`config.mk`:
```
export PLATFORM = sky130hd
export DESIGN_NAME = snail_scan_ctrl_flat
export DESIGN_NICKNAME = d
export VERILOG_FILES = /design/src/rtl/snail_scan_ctrl_pkg.sv /design/src/rtl/snail_scan_ctrl_if.sv /design/src/rtl/snail_scan_ctrl_strobe.sv /design/src/rtl/snail_scan_ctrl.sv /design/src/flat_wrapper.sv
export SDC_FILE = /design/constraint.sdc
export NUM_CORES = 1
export LEC_CHECK = 0
export ABC_CLOCK_PERIOD_IN_PS = 2400
export BUFFER_PORTS_ARGS = -buffer_cell sky130_fd_sc_hd__buf_2
export CAP_MARGIN = 20
export CORE_ASPECT_RATIO = 0.8
export CORE_MARGIN = 3
export CORE_UTILIZATION = 54
export DETAILED_ROUTE_END_ITERATION = 12
export PLACE_DENSITY = 0.77
export SYNTH_ARGS = -nofsm -noshare
export SYNTH_HDL_FRONTEND = slang
export SYNTH_HIERARCHICAL = 1
export SYNTH_SLANG_ARGS = --single-unit
```
`constraint.sdc`:
```
create_clock -name clk -period 2.4 [get_ports clk]
set_input_delay 0.24 -clock clk [delete_from_list [all_inputs] [get_ports clk]]
set_output_delay 0.24 -clock clk [all_outputs]
set_load 0.02 [all_outputs]
```
`src/rtl/snail_scan_ctrl_pkg.sv`:
```
// snail_scan_pkg: shared state encoding and configuration limits for the
// snail scan sequencer (snail_scan_ctrl) and its bit-period divider.
package snail_scan_pkg;

    typedef enum bit [1:0] {
        SCAN_IDLE  = 2'd0,
        SCAN_LOAD  = 2'd1,
        SCAN_SHIFT = 2'd2,
        SCAN_DONE  = 2'd3
    } scan_state_e;

    // Smallest legal word width and bit period
    localparam int unsigned SCAN_W_MIN   = 32'd2;
    localparam int unsigned SCAN_DIV_MIN = 32'd1;

endpackage

```
`src/rtl/snail_scan_ctrl_if.sv`:
```
// snail_scan_ctrl_if: control-side bus of the snail scan sequencer
// (start/word in, busy/done/match_cnt out).
// Optional macro SNAIL_SCAN_FIRST_POS_EN adds first_vld/first_pos.
interface snail_scan_ctrl_if #(
    parameter int unsigned W     = 8,
    parameter int unsigned CNT_W = 4
);
    logic             start;
    logic [W-1:0]     word;
    logic             busy;
    logic             done;
    logic [CNT_W-1:0] match_cnt;
`ifdef SNAIL_SCAN_FIRST_POS_EN
    logic                 first_vld;
    logic [$clog2(W)-1:0] first_pos;
`endif

    modport master (
        output start, word,
        input  busy, done, match_cnt
`ifdef SNAIL_SCAN_FIRST_POS_EN
        , input first_vld, first_pos
`endif
    );

    modport slave (
        input  start, word,
        output busy, done, match_cnt
`ifdef SNAIL_SCAN_FIRST_POS_EN
        , output first_vld, first_pos
`endif
    );
endinterface

```
`src/rtl/snail_scan_ctrl_strobe.sv`:
```
// snail_scan_strobe: bit-period divider. Counts 0..DIV-1 while running and
// flags the last count of each period; o_strobe_nxt predicts the flag one
// cycle ahead so the parent can register its en output.
module snail_scan_strobe #(
    parameter int unsigned DIV = 4
) (
    input  logic clk,
    input  logic rst,
    input  logic i_clr,
    input  logic i_run,
    output logic o_strobe,
    output logic o_strobe_nxt
);
    localparam int unsigned   CW   = (DIV > 32'd1) ? $clog2(DIV) : 32'd1;
    localparam logic [CW-1:0] LAST = CW'(DIV - 32'd1);

    logic [CW-1:0] r_cnt;
    logic [CW-1:0] w_cnt_nxt;
    logic          w_last;

    assign w_last       = (r_cnt == LAST);
    assign o_strobe     = i_run & w_last;
    assign o_strobe_nxt = (w_cnt_nxt == LAST);

    // Next count: cleared on clr, wraps after the strobe, holds when not running
    always_comb begin
        w_cnt_nxt = r_cnt;
        if (i_clr) begin
            w_cnt_nxt = {CW{1'b0}};
        end else if (i_run) begin
            if (w_last) begin
                w_cnt_nxt = {CW{1'b0}};
            end else begin
                w_cnt_nxt = r_cnt + CW'(1);
            end
        end else begin
            w_cnt_nxt = r_cnt;
        end
    end

    // Divider count register
    always_ff @(posedge clk or posedge rst) begin
        if (rst) begin
            r_cnt <= {CW{1'b0}};
        end else begin
            r_cnt <= w_cnt_nxt;
        end
    end
endmodule

```
`src/rtl/snail_scan_ctrl.sv`:
```
// snail_scan_ctrl: loads a word, streams it LSB-first into the snail Mealy
// detector one bit per DIV clocks (en strobe per bit), counts y hits and
// pulses done. All outputs are flops loaded from next-state values.
// Optional macro SNAIL_SCAN_FIRST_POS_EN records the bit index of the first hit.
module snail_scan_ctrl
    import snail_scan_pkg::*;
#(
    parameter int unsigned W     = 8,
    parameter int unsigned DIV   = 4,
    parameter int unsigned CNT_W = 4
) (
    input  logic               clk,
    input  logic               rst,
    snail_scan_ctrl_if.slave   bus,
    input  logic               i_y_in,
    output logic               o_a_out,
    output logic               o_en_out,
    output logic               o_det_rst
);
    localparam int unsigned IW      = (W < SCAN_W_MIN) ? 32'd1 : $clog2(W);
    localparam int unsigned DIV_EFF = (DIV < SCAN_DIV_MIN) ? SCAN_DIV_MIN : DIV;

    localparam logic [1:0] ST_IDLE  = SCAN_IDLE;
    localparam logic [1:0] ST_LOAD  = SCAN_LOAD;
    localparam logic [1:0] ST_SHIFT = SCAN_SHIFT;
    localparam logic [1:0] ST_DONE  = SCAN_DONE;

    localparam logic [IW-1:0]    LAST_IDX = IW'(W - 32'd1);
    localparam logic [CNT_W-1:0] CNT_MAX  = {CNT_W{1'b1}};

    logic [1:0]       r_state,     w_state_nxt;
    logic [W-1:0]     r_shreg,     w_shreg_nxt;
    logic [IW-1:0]    r_bit_idx,   w_bit_idx_nxt;
    logic [CNT_W-1:0] r_match_cnt, w_match_cnt_nxt;
    logic             r_a_out, r_en_out, r_det_rst, r_busy, r_done;
    logic             w_strobe, w_strobe_nxt;
`ifdef SNAIL_SCAN_FIRST_POS_EN
    logic             r_first_vld, w_first_vld_nxt;
    logic [IW-1:0]    r_first_pos, w_first_pos_nxt;
`endif

    snail_scan_strobe #(.DIV(DIV_EFF)) u_strobe (
        .clk          (clk),
        .rst          (rst),
        .i_clr        (r_state == ST_LOAD),
        .i_run        (r_state == ST_SHIFT),
        .o_strobe     (w_strobe),
        .o_strobe_nxt (w_strobe_nxt)
    );

    // Sequencer next-state: capture on start, shift and count on each strobe
    always_comb begin
        w_state_nxt     = r_state;
        w_shreg_nxt     = r_shreg;
        w_bit_idx_nxt   = r_bit_idx;
        w_match_cnt_nxt = r_match_cnt;
`ifdef SNAIL_SCAN_FIRST_POS_EN
        w_first_vld_nxt = r_first_vld;
        w_first_pos_nxt = r_first_pos;
`endif
        case (r_state)
            ST_IDLE: begin
                if (bus.start) begin
                    w_state_nxt     = ST_LOAD;
                    w_shreg_nxt     = bus.word;
                    w_bit_idx_nxt   = {IW{1'b0}};
                    w_match_cnt_nxt = {CNT_W{1'b0}};
`ifdef SNAIL_SCAN_FIRST_POS_EN
                    w_first_vld_nxt = 1'b0;
                    w_first_pos_nxt = {IW{1'b0}};
`endif
                end else begin
                    w_state_nxt = ST_IDLE;
                end
            end
            ST_LOAD: begin
                w_state_nxt = ST_SHIFT;
            end
            ST_SHIFT: begin
                if (w_strobe) begin
                    // y is only meaningful while en is asserted
                    if (i_y_in) begin
                        if (r_match_cnt != CNT_MAX) begin
                            w_match_cnt_nxt = r_match_cnt + CNT_W'(1);
                        end else begin
                            w_match_cnt_nxt = r_match_cnt;
                        end
`ifdef SNAIL_SCAN_FIRST_POS_EN
                        if (!r_first_vld) begin
                            w_first_vld_nxt = 1'b1;
                            w_first_pos_nxt = r_bit_idx;
                        end else begin
                            w_first_vld_nxt = r_first_vld;
                        end
`endif
                    end else begin
                        w_match_cnt_nxt = r_match_cnt;
                    end
                    w_shreg_nxt   = {1'b0, r_shreg[W-1:1]};
                    w_bit_idx_nxt = r_bit_idx + IW'(1);
                    if (r_bit_idx == LAST_IDX) begin
                        w_state_nxt = ST_DONE;
                    end else begin
                        w_state_nxt = ST_SHIFT;
                    end
                end else begin
                    w_state_nxt = ST_SHIFT;
                end
            end
            ST_DONE: begin
                w_state_nxt = ST_IDLE;
            end
            default: begin
                w_state_nxt = ST_IDLE;
            end
        endcase
    end

    // Sequencer state, data path and match bookkeeping
    always_ff @(posedge clk or posedge rst) begin
        if (rst) begin
            r_state     <= ST_IDLE;
            r_shreg     <= {W{1'b0}};
            r_bit_idx   <= {IW{1'b0}};
            r_match_cnt <= {CNT_W{1'b0}};
`ifdef SNAIL_SCAN_FIRST_POS_EN
            r_first_vld <= 1'b0;
            r_first_pos <= {IW{1'b0}};
`endif
        end else begin
            r_state     <= w_state_nxt;
            r_shreg     <= w_shreg_nxt;
            r_bit_idx   <= w_bit_idx_nxt;
            r_match_cnt <= w_match_cnt_nxt;
`ifdef SNAIL_SCAN_FIRST_POS_EN
            r_first_vld <= w_first_vld_nxt;
            r_first_pos <= w_first_pos_nxt;
`endif
        end
    end

    // Output flops decoded from the state being entered, so they line up with it
    always_ff @(posedge clk or posedge rst) begin
        if (rst) begin
            r_busy    <= 1'b0;
            r_done    <= 1'b0;
            r_det_rst <= 1'b0;
            r_en_out  <= 1'b0;
            r_a_out   <= 1'b0;
        end else begin
            r_busy    <= (w_state_nxt == ST_LOAD) || (w_state_nxt == ST_SHIFT);
            r_done    <= (w_state_nxt == ST_DONE);
            r_det_rst <= (w_state_nxt == ST_LOAD);
            r_en_out  <= (w_state_nxt == ST_SHIFT) && w_strobe_nxt;
            r_a_out   <= (w_state_nxt == ST_SHIFT) ? w_shreg_nxt[0] : 1'b0;
        end
    end

    assign o_a_out       = r_a_out;
    assign o_en_out      = r_en_out;
    assign o_det_rst     = r_det_rst;
    assign bus.busy      = r_busy;
    assign bus.done      = r_done;
    assign bus.match_cnt = r_match_cnt;
`ifdef SNAIL_SCAN_FIRST_POS_EN
    assign bus.first_vld = r_first_vld;
    assign bus.first_pos = r_first_pos;
`endif
endmodule
```
`src/flat_wrapper.sv`:
```
// flat-port wrapper written by rule: the top's interface ports become plain ports
module snail_scan_ctrl_flat import snail_scan_pkg::*;
#(
    parameter int unsigned W     = 8,
    parameter int unsigned DIV   = 4,
    parameter int unsigned CNT_W = 4
)
  (clk, rst, i_y_in, o_a_out, o_en_out, o_det_rst, bus_start, bus_word, bus_busy, bus_done, bus_match_cnt);
  snail_scan_ctrl_if #(.W(W), .CNT_W(CNT_W)) bus_i ();
  input  logic clk;
  input  logic rst;
  input  logic i_y_in;
  output logic o_a_out;
  output logic o_en_out;
  output logic o_det_rst;
  input wire logic [$bits(bus_i.start)-1:0] bus_start;
  input wire logic [$bits(bus_i.word)-1:0] bus_word;
  output wire logic [$bits(bus_i.busy)-1:0] bus_busy;
  output wire logic [$bits(bus_i.done)-1:0] bus_done;
  output wire logic [$bits(bus_i.match_cnt)-1:0] bus_match_cnt;
  assign bus_i.start = bus_start;
  assign bus_i.word = bus_word;
  assign bus_busy = bus_i.busy;
  assign bus_done = bus_i.done;
  assign bus_match_cnt = bus_i.match_cnt;
  snail_scan_ctrl #(.W(W), .DIV(DIV), .CNT_W(CNT_W)) u_core (.clk(clk), .rst(rst), .bus(bus_i), .i_y_in(i_y_in), .o_a_out(o_a_out), .o_en_out(o_en_out), .o_det_rst(o_det_rst));
endmodule
```
==> impl_metrics.py <==
metrics = {
    "outcome": {
        "outcome": "complete, no violations",
    },
    "job": {
        "maxCapViolations": 0,
    },
    "logic_synthesis": {
        "synth_edf_count": 0,
        "syn_avg_cell_area_um2": 10.71,
        "synth_seq_cells": 24,
        "synth_nets": 138,
        "ys_seq_area_share_pct": 48.34,
        "synth_area_um2": 1242,
        "async_reset_ff_share_pct": 100.0,
        "ys_warn_count": 6,
        "syn_inst": 116,
        "synthDistinctLibCells": 33,
        "synth_ff_type": "dfrtp_1",
    },
    "worst_setup_path": {
        "r2r_start": "u_core/r_state[0]$_DFF_PP0_",
        "end_kind": "flop",
        "slowest_stage": "a21oi_4",
        "reg2reg_depth": 7,
        "crit_required_ns": 2.63,
        "cp.arrival_ns": 2.10,
        "path_max_fanout": 19,
        "start_kind": "flop",
        "worstPathCellList": "inv_1 > ha_1 > buf_4 > mux2i_2 > a21oi_4 > o21ai_2 > and2_1",
        "crit_start": "u_core/r_state[0]$_DFF_PP0_",
        "critical_path.max_stage_delay_ns": 0.45,
        "crit_type": "reg -> reg",
    },
    "clock_tree": {
        "h-tree-depth": 1,
        "cts_tree": "built",
        "clkTransAtPathRegs_ns": 0.14,
        "clock-sinks": 24,
        "clk_path_buf_depth": 2,
        "clk_latency_ns": 0.32,
        "postCtsSetupRepairBufs": 0,
        "numCtsBuffers": 3,
        "root_buffer": "clkbuf_4",
        "cts_resized": 0,
    },
    "floorplanning": {
        "pin_count": 21,
        "start_util_pct": 61.15,
        "rows": 14,
        "die_height_um": 48.90,
        "dieArea_um2": 2916,
        "core_um2": 2032,
        "chipWidth_um": 59.63,
    },
    "hold_path": {
        "hold_path.class": "in -> reg",
        "min_from": "bus_word[7]",
        "whs_path_depth": 3,
    },
    "timing": {
        "max_clock_freq_mhz": 536.7,
        "slew_headroom_pct": 46.45,
        "tightest_slew_ns": 0.8024,
        "period_minus_slack_ns": 1.863,
        "finalHoldViolations": 0,
        "period_share_pct": 77.64,
        "tns_ns": 0,
        "finalSetupViolCount": 0,
        "maxSlewViolCount": 0,
        "rsz0062_at_grt": "false",
        "clock_skew_ns": 0.007383,
    },
    "drt": {
        "routed_wl_mm": 2.198,
        "drc": 0,
        "firstDrtPassIters": 4,
        "num_vias": 910,
        "wire_per_inst_um": 13.48,
        "postRouteAntennaNets": 0,
        "drtIter0Drc": 23,
        "routed_via_density": 5.583,
    },
    "finish": {
        "antenna_cells": 0,
        "area_growth_pct": 14.40,
        "layout.nets": 162,
        "layout-drive-gt1-share_pct": 26.62,
    },
    "placement": {
        "dp_hpwl_mm": 1.650,
        "io_buffer_count": 20,
        "globalplace.congestion": 0.7019,
    },
    "power_and_ir_drop": {
        "leakage_nw": 0.7113,
        "ir_worst_vdd_uv": 1000,
        "power.total_w": 0.001696,
        "p_per_area_nw_per_um2": 1193,
    },
    "global_routing": {
        "grt_use_met3_pct": 5.820,
        "grt_pass1_vias": 880,
        "antenna_found_initial": 0,
        "grt_max_degree": 23,
        "grt_use_met2_pct": 25.45,
        "busiest_layer": "met1",
        "grt_first_pass_wirelength_mm": 3.953,
        "met1_usage_pct": 25.50,
        "track_usage_pct": 17.80,
        "grt_overflow_total": 0,
    },
}
-- Yosys cell counts (all sizes together), types with 2 or more instances --
cell type	n	area [um2]
dfrtp	24	600.6
inv	13	48.80
a21oi	11	70.07
ha	10	125.1
a22oi	7	52.55
nand3	7	35.03
nor2	7	28.78
and2	5	32.53
nand2	5	18.77
a22o	3	30.03
buf	3	25.02
mux2i	3	33.78
nand2b	2	12.51
nand4b	2	17.52
o21ai	2	13.76
o2bb2ai	2	17.52
-- where the power goes --
part / internal [W] / total, W / switching (W) / leakage [nW]
sequential: 0.000559 / 0.000646 / 0.0000871 / 0.310
clock: 0.000169 / 0.000295 / 0.000126 / 0.0279
combinational: 0.000297 / 0.000755 / 0.000458 / 0.374
total: 0.00103 / 0.00170 / 0.000671 / 0.711
-- routing by layer --
metal | routed length (um) | vias up
met5 | 0 | -
met4 | 21 | 0
met3 | 113 | 4
met2 | 1015 | 21
met1 | 1048 | 428
li1 | - | 457
-- registers in the layout, indices dropped and copies added, names as in the netlist, 2 cells and up --
| signal | flops |
|---|---|
| u_core/bus.match_cnt | 4 |
| u_core/u_strobe/r_cnt | 2 |
| u_core/r_state | 2 |
| u_core/r_bit_idx | 3 |
| u_core/r_shreg | 8 |
-- stage by stage --
step	hold slack (ns)	setup slack, ns	cells	util (%)	cell area (um2)
2_1_floorplan	-0.01882	0.5022	116	-	1242
3_3_place_gp	0.09659	0.6977	158	66.87	1359
3_5_place_dp	0.09975	0.5964	158	66.87	1359
4_1_cts	0.1423	0.5598	163	69.95	1421
5_1_grt	0.1162	0.3710	163	69.95	1421
6_report	0.1429	0.5367	163	69.95	1421
-- kinds of logic (layout without fill, tap and decap cells) --
logic type                 after synthesis  count (layout)  share of synthesized area [%]
and+or+nand+nor                         34              34                          15.31
AOI/OAI and AO/OA                       28              28                          17.32
DFF                                     24              24                          48.34
buffers and inverters                   17              40                          6.243
adders and majority gates               10              10                          10.07
muxes                                    3               3                          2.719
-- path summary, 6_finish.rpt --
kind	slack, ns	end
max	0.54	u_core/o_a_out$_DFF_PP0_
min	0.14	u_core/r_shreg[7]$_DFFE_PP0P_
min in group asynchronous	0.30	u_core/u_strobe/r_cnt[1]$_DFF_PP0_
max reg2reg	0.54	u_core/o_a_out$_DFF_PP0_
max in group asynchronous	1.30	u_core/r_shreg[2]$_DFFE_PP0P_
min reg2reg	0.55	u_core/r_shreg[0]$_DFF_PP0_
-- timing repair --
| action | 4_1_cts | 5_1_grt |
|---|---|---|
| hold endpoints to repair | 2 | 0 |
| hold buffers | 1 | 0 |
| setup endpoints to repair | 0 | 0 |
-- final cells by class --
class                   instances  area, um2
well taps                      24      30.03
clock buffers                   3      22.52
inverters                      13      48.80
fillers                       160      610.6
repair buffers                 23      125.1
multi-input cells              75      564.3
clock inverters                 1      30.03
flip-flops and latches         24      600.6
-- placed cells by master (no fill, tap or decap) --
cell type,netlist,routed
a21oi_1,9,9
a21oi_2,1,1
a21oi_4,1,1
a22o_2,3,3
a22oi_1,7,7
a31o_2,1,1
a31oi_1,1,1
and2_1,4,4
and2_2,1,1
and3_1,1,1
and4_1,1,1
buf_2,2,20
buf_4,0,2
bufinv_16,0,1
clkbuf_4,0,3
dfrtp_1,24,24
dlygate4sd3_1,0,1
ha_1,10,10
inv_1,13,13
mux2i_1,2,2
mux2i_2,1,1
nand2_1,5,5
nand2b_1,2,2
nand3_1,7,7
nand3b_1,1,1
nand4_1,1,1
nand4b_1,2,2
nor2_1,6,6
nor2_2,1,1
o21ai_0,1,1
o21ai_2,1,1
o2bb2ai_1,2,2
o32ai_2,1,1
or2b_1,1,1
or3b_1,1,1
-- worst max-delay path: cells and delay by family (launching register included) --
| family | cells | cell delay [ns] |
|---|---|---|
| and+or+nand+nor | 1 | 0.17 |
| AOI/OAI and AO/OA | 2 | 0.56 |
| DFF | 1 | 0.41 |
| buffers and inverters | 2 | 0.29 |
| muxes | 1 | 0.16 |
| adders and majority gates | 1 | 0.17 |
Power figures use the tool's default switching activity.
